`src/rtl/fetch_pkg.sv`:
```
// Shared types for the prefetching fetch stage: queue entry layout, NOP constant
// and the redirect source selection used by fetch_prefetch.
package fetch_pkg;

  localparam logic [31:0] NOP_INSTRUCTION = 32'h0000_0013;

  typedef struct packed {
    logic [31:0] pc;
    logic [31:0] instruction;
  } fetch_entry_t;

  typedef enum logic [1:0] {
    REDIR_NONE   = 2'd0,
    REDIR_BRANCH = 2'd1,
    REDIR_MRET   = 2'd2,
    REDIR_TRAP   = 2'd3
  } redirect_sel_t;

  // Writeback events are older than the memory-stage branch, so they win.
  function automatic redirect_sel_t redirect_select(input logic trap, input logic mret,
                                                    input logic branch);
    redirect_sel_t sel;
    sel = REDIR_NONE;
    if (trap)        sel = REDIR_TRAP;
    else if (mret)   sel = REDIR_MRET;
    else if (branch) sel = REDIR_BRANCH;
    return sel;
  endfunction

endpackage

```
`src/rtl/fetch_fifo.sv`:
```
// Synchronous DEPTH-entry FIFO of fetch entries with flush; the head entry is read
// straight out of the storage registers so it is stable for the whole cycle.
module fetch_fifo
  import fetch_pkg::*;
#(
  parameter int DEPTH = 4
) (
  input  logic                     clk,
  input  logic                     reset,
  input  logic                     flush,
  input  logic                     push,
  input  fetch_entry_t             push_entry,
  input  logic                     pop,
  output fetch_entry_t             head,
  output logic [$clog2(DEPTH):0]   count
);

  localparam int AW = $clog2(DEPTH);
  localparam int CW = AW + 1;

  fetch_entry_t   mem [DEPTH];
  logic [AW-1:0]  wr_ptr;
  logic [AW-1:0]  rd_ptr;
  logic           do_push;
  logic           do_pop;

  // Flush wins over both operations; pushing into a full or popping an empty queue is ignored.
  assign do_push = push && !flush && (count != CW'(DEPTH));
  assign do_pop  = pop && !flush && (count != '0);

  always_ff @(posedge clk) begin
    if (!reset || flush) begin
      wr_ptr <= '0;
      rd_ptr <= '0;
      count  <= '0;
    end else begin
      if (do_push) wr_ptr <= wr_ptr + AW'(1);
      if (do_pop)  rd_ptr <= rd_ptr + AW'(1);
      case ({do_push, do_pop})
        2'b10:   count <= count + CW'(1);
        2'b01:   count <= count - CW'(1);
        default: count <= count;
      endcase
    end
  end

  always_ff @(posedge clk) begin
    if (do_push) mem[wr_ptr] <= push_entry;
  end

  assign head = mem[rd_ptr];

endmodule

```
`src/rtl/fetch_prefetch.sv`:
```
// Fetch stage with a DEPTH-entry prefetch queue between the instruction bus and
// decode, plus an optional empty-queue bypass into the decode register.
module fetch_prefetch
  import fetch_pkg::*;
#(
  parameter int          DEPTH        = 4,
  parameter logic [31:0] RESET_VECTOR = 32'h0000_0000,
  parameter bit          BYPASS       = 1'b1
) (
  input  logic        clk,
  input  logic        reset,
  input  logic        branch,
  input  logic [31:0] branch_vector,
  input  logic        trap,
  input  logic        mret,
  input  logic [31:0] trap_vector,
  input  logic [31:0] mret_vector,
  input  logic        stall,
  input  logic        invalidate,
  output logic [31:0] fetch_address,
  output logic        fetch_valid,
  input  logic        fetch_ready,
  input  logic [31:0] fetch_data,
  output logic [31:0] pc_out,
  output logic [31:0] next_pc_out,
  output logic [31:0] instruction_out,
  output logic        valid_out
);

  localparam int CW = $clog2(DEPTH) + 1;

  // Bus handshake: a request is accepted in any cycle where fetch_valid && fetch_ready;
  // fetch_data belongs to fetch_address of that same cycle. fetch_valid never depends
  // on fetch_ready.

  redirect_sel_t   redirect_sel;
  logic            redirect;
  logic [31:0]     redirect_vector;
  logic [31:0]     req_pc;
  logic [CW-1:0]   fifo_count;
  fetch_entry_t    fifo_head;
  logic            queue_full;
  logic            queue_empty;
  logic            accept;
  logic            decode_free;
  logic            bypass_take;
  logic            push;
  logic            pop;

  assign redirect_sel = redirect_select(trap, mret, branch);
  assign redirect     = (redirect_sel != REDIR_NONE);

  always_comb begin
    redirect_vector = branch_vector;
    case (redirect_sel)
      REDIR_TRAP: redirect_vector = trap_vector;
      REDIR_MRET: redirect_vector = mret_vector;
      default:    redirect_vector = branch_vector;
    endcase
  end

  // The full check ignores a same-cycle pop so the request path never depends on decode.
  assign queue_full    = (fifo_count == CW'(DEPTH));
  assign queue_empty   = (fifo_count == '0);
  assign fetch_address = req_pc;
  assign fetch_valid   = reset && !queue_full && !redirect;
  assign accept        = fetch_valid && fetch_ready;

  assign decode_free = !stall && !invalidate;
  assign bypass_take = BYPASS && decode_free && queue_empty && accept;
  assign push        = accept && !bypass_take;
  assign pop         = decode_free && !redirect && !queue_empty;

  fetch_fifo #(.DEPTH(DEPTH)) u_fifo (
    .clk        (clk),
    .reset      (reset),
    .flush      (redirect),
    .push       (push),
    .push_entry ('{pc: req_pc, instruction: fetch_data}),
    .pop        (pop),
    .head       (fifo_head),
    .count      (fifo_count)
  );

  always_ff @(posedge clk) begin
    if (!reset) begin
      req_pc <= RESET_VECTOR;
    end else if (redirect) begin
      req_pc <= {redirect_vector[31:2], 2'b00};
    end else if (accept) begin
      req_pc <= req_pc + 32'd4;
    end
  end

  always_ff @(posedge clk) begin
    if (!reset) begin
      valid_out       <= 1'b0;
      pc_out          <= 32'h0;
      next_pc_out     <= 32'h0;
      instruction_out <= NOP_INSTRUCTION;
    end else if (redirect || invalidate) begin
      valid_out <= 1'b0;
    end else if (stall) begin
      valid_out <= valid_out;
    end else if (!queue_empty) begin
      valid_out       <= 1'b1;
      pc_out          <= fifo_head.pc;
      next_pc_out     <= fifo_head.pc + 32'd4;
      instruction_out <= fifo_head.instruction;
    end else if (bypass_take) begin
      valid_out       <= 1'b1;
      pc_out          <= req_pc;
      next_pc_out     <= req_pc + 32'd4;
      instruction_out <= fetch_data;
    end else begin
      valid_out <= 1'b0;
    end
  end

endmodule

```
`config.mk`:
```
export PLATFORM = sky130hd
export DESIGN_NAME = fetch_prefetch
export DESIGN_NICKNAME = d
export VERILOG_FILES = /design/src/rtl/fetch_pkg.sv /design/src/rtl/fetch_fifo.sv /design/src/rtl/fetch_prefetch.sv
export SDC_FILE = /design/constraint.sdc
export NUM_CORES = 1
export LEC_CHECK = 0
export BUFFER_PORTS_ARGS = -buffer_cell sky130_fd_sc_hd__buf_2
export CAP_MARGIN = 20
export CORE_MARGIN = 3
export CORE_UTILIZATION = 35
export CTS_CLUSTER_SIZE = 24
export DETAILED_ROUTE_END_ITERATION = 7
export PLACE_DENSITY = 0.57
export SLEW_MARGIN = 5
export SYNTH_ARGS = -nofsm -noshare
export SYNTH_HDL_FRONTEND = slang
export SYNTH_SLANG_ARGS = --single-unit
```
`constraint.sdc`:
```
create_clock -name clk -period 4.5 [get_ports clk]
set_clock_uncertainty 0.15 [all_clocks]
set_input_delay 0.45 -clock clk [delete_from_list [all_inputs] [get_ports clk]]
set_output_delay 0.45 -clock clk [all_outputs]
set_load 0.01 [all_outputs]
```
# After elaboration in Yosys (flattened, before gate mapping)
# Memory sizes are Yosys's and may differ from the RTL's. A register that Yosys moved wholly into a read port is not among the register bits.
# Cells that the tools add are included.
# op_classes
n_bitwise,3
reduce_logical,30
n_mux,19
n_eq_ne,7
addsub,6
# ops
op,n
32-bit 2-to-1 mux,8
32-bit by 3-bit adder with 32-bit output (second input constant),2
32-bit case mux with 2 select lines,1
1-bit logical AND,13
2-bit 2-to-1 mux,4
1-bit zero test,7
2-bit equality test (second input constant),3
3-bit case mux with 2 select lines,1
2-bit nonzero test,3
1-bit 2-to-1 mux,5
2-bit by 1-bit adder with 2-bit output (second input constant),2
2-bit OR reduction,2
3-bit by 1-bit adder with 3-bit output (second input constant),1
3-bit equality test (second input constant),1
3-bit zero test,1
3-bit inequality test (second input constant),1
1-bit inverter,3
3-bit AND reduction,1
3-bit nonzero test,1
3-bit by 1-bit subtractor with 3-bit output (second input constant),1
2-bit by 1-bit equality test with 1-bit output (second input constant),1
1-bit logical OR,2
2-bit by 1-bit inequality test with 1-bit output (second input constant),1
# word_totals
inputBits,136
ramBits,256
word_cells,75
memories,1
output_inout_bits,130
reg_bits,136
# memory_table
name,depth,width,read_ports,rd_ports_with_merged_regs,wr,line_no,rtl
u_fifo.mem,4,64,1,1,1,fetch_fifo.sv:21,fetch_entry_t mem [DEPTH];

# Depth between registers and ports, before layout
# depth
ltp_word,14
ltp_mapped,12
depth_no_buf,10

# Modules after synthesis
# A second synthesis with hierarchy kept.
# unflattened
hier_cells,1430
hier_area_um2,17397.9
# by_module_without_submodules
mod,seq_area_each_um2,cells_per_inst,instances,area_each_um2
fetch_fifo,7867.5,388,1,9749.4
fetch_prefetch,2502.4,1042,1,7648.6

# Worst setup path after synthesis
# Ideal clock, no wire load.
# synth_timing
path_kind,input to register
from,input port mret
to,"memory u_fifo.mem[1][0] in the netlist's numbering, enable pin"
setup_time_ns,0.426
arrival_ns,3.288
n_path_buf,2
path_slack_ns,0.635
required_time_ns,3.924
stages,6
path_cell_list,clkbuf_1 > or3_1 > clkbuf_1 > or3_1 > a21oi_2 > and2_1
# synth_between
elab_chain_cells,13
# synth_lines
item,line_no,rtl
start: declaration,fetch_prefetch.sv:15,"input logic mret,"
2-bit 2-to-1 mux (*),fetch_pkg.sv:25,else if (mret) sel = REDIR_MRET;
2-bit 2-to-1 mux (*),fetch_pkg.sv:24,if (trap) sel = REDIR_TRAP;
2-bit nonzero test (*),fetch_prefetch.sv:51,assign redirect = (redirect_sel != REDIR_NONE);
1-bit zero test (*),"fetch_fifo.sv:28, fetch_prefetch.sv:66",
1-bit logical AND,fetch_prefetch.sv:66,assign fetch_valid = reset && !queue_full && !redirect;
1-bit logical AND,fetch_prefetch.sv:67,assign accept = fetch_valid && fetch_ready;
1-bit logical AND,fetch_prefetch.sv:70,assign bypass_take = BYPASS && decode_free && queue_empty && accept;
1-bit zero test,fetch_prefetch.sv:71,assign push = accept && !bypass_take;
1-bit logical AND,fetch_prefetch.sv:71,
1-bit logical AND (*) (2 in series),fetch_fifo.sv:28,assign do_push = push && !flush && (count != CW'(DEPTH));
1-bit 2-to-1 mux (*),fetch_fifo.sv:48,if (do_push) mem[wr_ptr] <= push_entry;
1-bit 2-to-1 mux (implied by the code) (*),fetch_fifo.sv:48,
end: declaration,fetch_fifo.sv:21,
# Mark *: on every way between the ends. The rest lies on a longest branch, timed or not.

# Worst setup path in the final report
# layout_timing
from,register u_fifo.count[2]
to,register u_fifo.count[2]
# layout_between
elab_chain_cells,12
word_cells_on_any_way,24
cone_classes,add/sub (2); eq/ne (4); mux (1); reduce/logical (17)
# layout_lines
item,line_no,rtl
start: declaration,fetch_fifo.sv:15,output logic [$clog2(DEPTH):0] count
start signal: assignment,fetch_fifo.sv:40,2'b10: count <= count + CW'(1);
start signal: assignment,fetch_fifo.sv:41,2'b01: count <= count - CW'(1);
start signal: assignment,fetch_fifo.sv:42,default: count <= count;
3-bit equality test,fetch_prefetch.sv:63,assign queue_full = (fifo_count == CW'(DEPTH));
1-bit zero test,fetch_prefetch.sv:66,
1-bit logical AND (2 in series),fetch_prefetch.sv:66,
1-bit logical AND,fetch_prefetch.sv:67,
1-bit logical AND,fetch_prefetch.sv:70,
1-bit zero test,fetch_prefetch.sv:71,
1-bit logical AND,fetch_prefetch.sv:71,
1-bit logical AND (2 in series),fetch_fifo.sv:28,
2-bit by 1-bit equality test with 1-bit output / 2-bit equality test (equally long branches),fetch_fifo.sv:39,"case ({do_push, do_pop})"
3-bit case mux with 2 select lines / 2-bit nonzero test (equally long branches),-,
# Parallel ways exist; a longest one is shown, timed or not.
# A chain may end at the register's enable or synchronous reset.

==> flow_metrics.env <==
export IMPL_cts_buffers=43
export IMPL_port_buffer_count=253
export IMPL_dr_total_vias=11720
export IMPL_drive_above_1_share_pct=26.0
export IMPL_worst_pin_slew_ns=0.830
export IMPL_detail_route_iter0_violations=845
export IMPL_fin_crit_sh_pct=76.5
export IMPL_cts_root_buf="clkbuf_16"
export IMPL_instances_no_fill=2210
export IMPL_slew_headroom_pct=44.5
export IMPL_die_w_um=224
export IMPL_cp_start_kind="flop"
export IMPL_grt_antenna_before_repair=0
export IMPL_rr_endpoint="u_fifo.count[2]"
export IMPL_pin_count=266
export IMPL_synthesis_yosys_warnings=0
export IMPL_highest_layer="met4"
export IMPL_ant_nets=0
export IMPL_preCtsSetupSlack_ns=0.823
export IMPL_grt_start_max_net_pins=74
export IMPL_fin_util_pct=43.2
export IMPL_cts_setup_buffers=0
export IMPL_drtPass1Iterations=8
export IMPL_hpwl_mm=31.9
export IMPL_required_ns=4.84
export IMPL_ff2ff_setup_slack_ns=1.06
export IMPL_rsz0062_at_grt="false"
export IMPL_dpl_cell_count=2099
export IMPL_viasPerCell=5.30
export IMPL_ir_drop_mv=0.211
export IMPL_ys_seq_area_share_pct=60.7
export IMPL_clk_pin_slew_ns=0.06
export IMPL_dpl_instance_area_um2=18500
export IMPL_path_class="flop to flop"
export IMPL_ctsHoldBuffers=32
export IMPL_grt_usage_pct=19.2
export IMPL_report_final_setup_viol=0
export IMPL_wl_met2_mm=23.0
export IMPL_ys_types=64
export IMPL_r2r_start="u_fifo.count[2]"
export IMPL_drc=5
export IMPL_die_area_um2=50200
export IMPL_wl_per_cell_um=22.1
export IMPL_synthFlopType="edfxtp_1"
export IMPL_critPathArrivalTime_ns=3.78
export IMPL_outcome="finished, violations left"
export IMPL_clock_sinks=380
export IMPL_wl_met1_mm=21.4
export IMPL_htreeDepth=2
export IMPL_synth_edf_count=248
export IMPL_synth_seq_cells=380
export IMPL_holdPathEnd="fetch_address[14]"
export IMPL_slew_viol_final=0
export IMPL_fmax_mhz=290
export IMPL_violations="DRC"
export IMPL_routed_wl_mm=48.9
export IMPL_die_height_um=224
export IMPL_critPathMaxFanout=11
export IMPL_hold_viol_final=0
export IMPL_layout_min_cycle_time_ns=3.44
export IMPL_diodes=0
export IMPL_worstHoldStart="trap_vector[14]"
export IMPL_grt_overflow_total=0
export IMPL_grt_pass1_vias=11677
export IMPL_p_leak_nw=7.96
export IMPL_rows=79
export IMPL_design_area_um2=20200
export IMPL_clk_latency_ns=0.55
export IMPL_nets=1713
export IMPL_reg2reg_depth=10
export IMPL_pwr_density_cell_nw_per_um2=375
export IMPL_cp_startpoint="u_fifo.count[2]"
export IMPL_area_delta_synth_final_pct=21.5
export IMPL_holdPathStages=4
export IMPL_drv_cap=0
export IMPL_cts_resized=0
export IMPL_syn_cell_area_um2=16600
export IMPL_grt_pass1_wl_mm=73.4
export IMPL_fin_setup_tns_ns=0
export IMPL_max_clock_path_buffers=3
export IMPL_core_area_um2=46800
export IMPL_cts_tree="done"
export IMPL_syn_inst=1305
export IMPL_place_congestion=0.831
export IMPL_layout_setup_ws_ns=1.06
export IMPL_start_util_pct=35.6
export IMPL_synth_async_reset_ratio_pct=0
export IMPL_wl_met3_mm=3.33
export IMPL_min_path_type="primary input to flop"
export IMPL_syn_area_per_cell_um2=12.7
export IMPL_cp_end_kind="flop"
[routing by layer]
| metal | GRT usage (%) | vias up |
|---|---|---|
| met5 | 0 | - |
| met3 | 3.80 | 77 |
| met2 | 31.4 | 435 |
| li1 | - | 5426 |
| met4 | 6.00 | 0 |
| met1 | 25.9 | 5782 |
[stage by stage]
| stage | power [W] | hold WS (ns) |
|---|---|---|
| 2_1_floorplan | 0.00404 | 0.334 |
| 3_3_place_gp | 0.00423 | 0.299 |
| 3_5_place_dp | 0.00423 | 0.310 |
| 4_1_cts | 0.00767 | 0.0373 |
| 5_1_grt | 0.00784 | 0.0715 |
| 6_report | 0.00758 | 0.0645 |
[state kept, by name, indices dropped and copies added (netlist names), named ones only]
| register | count |
|---|---|
| fetch_address | 30 |
| instruction_out | 32 |
| next_pc_out | 30 |
| pc_out | 30 |
| u_fifo.count | 3 |
| u_fifo.mem | 248 |
| u_fifo.rd_ptr | 2 |
| u_fifo.wr_ptr | 2 |
| valid_out | 1 |
[kinds of logic (layout without fill, tap and decap cells)]
group | Yosys count | after routing | synth area share, %
simple gates | 441 | 441 | 12.4
flops | 380 | 380 | 60.7
compound gates | 217 | 217 | 10.1
buf+inv | 111 | 404 | 3.09
xor+xnor | 80 | 80 | 4.21
mux | 67 | 67 | 8.91
fa+ha+maj | 8 | 8 | 0.647
other cells | 1 | 6 | 0.0225
[worst max-delay path, stage by stage, from the launching register on]
cell and delay, ns:
dfxtp_1 0.43, nor3b_1 0.69, or3_1 0.57, a21oi_2 0.17, inv_1 0.10, ha_1 0.17, inv_1 0.06, fa_1 0.39
xor2_1 0.18, or3_1 0.32, a21oi_1 0.15
[Yosys cell counts, types with 19 or more instances]
cell	number	area share, %
a22oi_1	22	0.99
and2_1	21	0.79
buf_2	22	0.66
clkbuf_1	58	1.3
dfxtp_1	132	16
edfxtp_1	248	45
mux4_2	53	7.2
nand2_1	222	5.0
nand3_1	82	2.5
nor2_1	41	0.93
nor3_1	19	0.57
o211a_1	63	3.8
o21ai_0	48	1.4
xnor2_1	42	2.2
xor2_1	38	2.0
[cell type report]
class                      instances  area (µm²)
clock buffer                      62        1230
clock inverter                    17         133
fill                            4305       26500
inverter                          13        48.8
multi-input combinational        819        6080
sequential                       380       10100
tap                              607         759
timing repair buffer             312        1850
[how the worst max path moves through the flow]
| stage | endpoint | slack [ns] | depth (start not counted) |
|---|---|---|---|
| 3_5_place_dp | u_fifo.mem[0][9] | 0.82 | 6 |
| 6_report | u_fifo.count[2] | 1.06 | 10 |
| 3_3_place_gp | u_fifo.mem[0][10] | 0.86 | 6 |
| 5_1_grt | u_fifo.count[2] | 0.84 | 10 |
| 2_1_floorplan | u_fifo.mem[1][0] | 0.64 | 6 |
| 4_1_cts | u_fifo.count[2] | 1.10 | 10 |
[where the power goes]
part | switching [W] | internal [W]
logic | 0.000204 | 0.000152
registers | 0.0000751 | 0.00375
clock network | 0.00139 | 0.00201
[placed cells by master, fill, tap and decap left out, types with 11 or more instances in the layout]
cell and count:
a22oi_1 22, o211a_1 63, buf_2 252, o21ai_0 48, nor3_1 18, edfxtp_1 248
xor2_1 38, nand3_1 82, nor2_1 41, clkbuf_16 45, buf_4 23, o221ai_1 17
mux4_2 53, inv_1 13, clkbuf_1 13, a21oi_1 16, nand2_1 222, xnor2_1 42
dlygate4sd3_1 32, and3_1 11, nand4_1 13, and2_1 17, dfxtp_1 130
No activity file was read; power rests on OpenSTA's default activity.
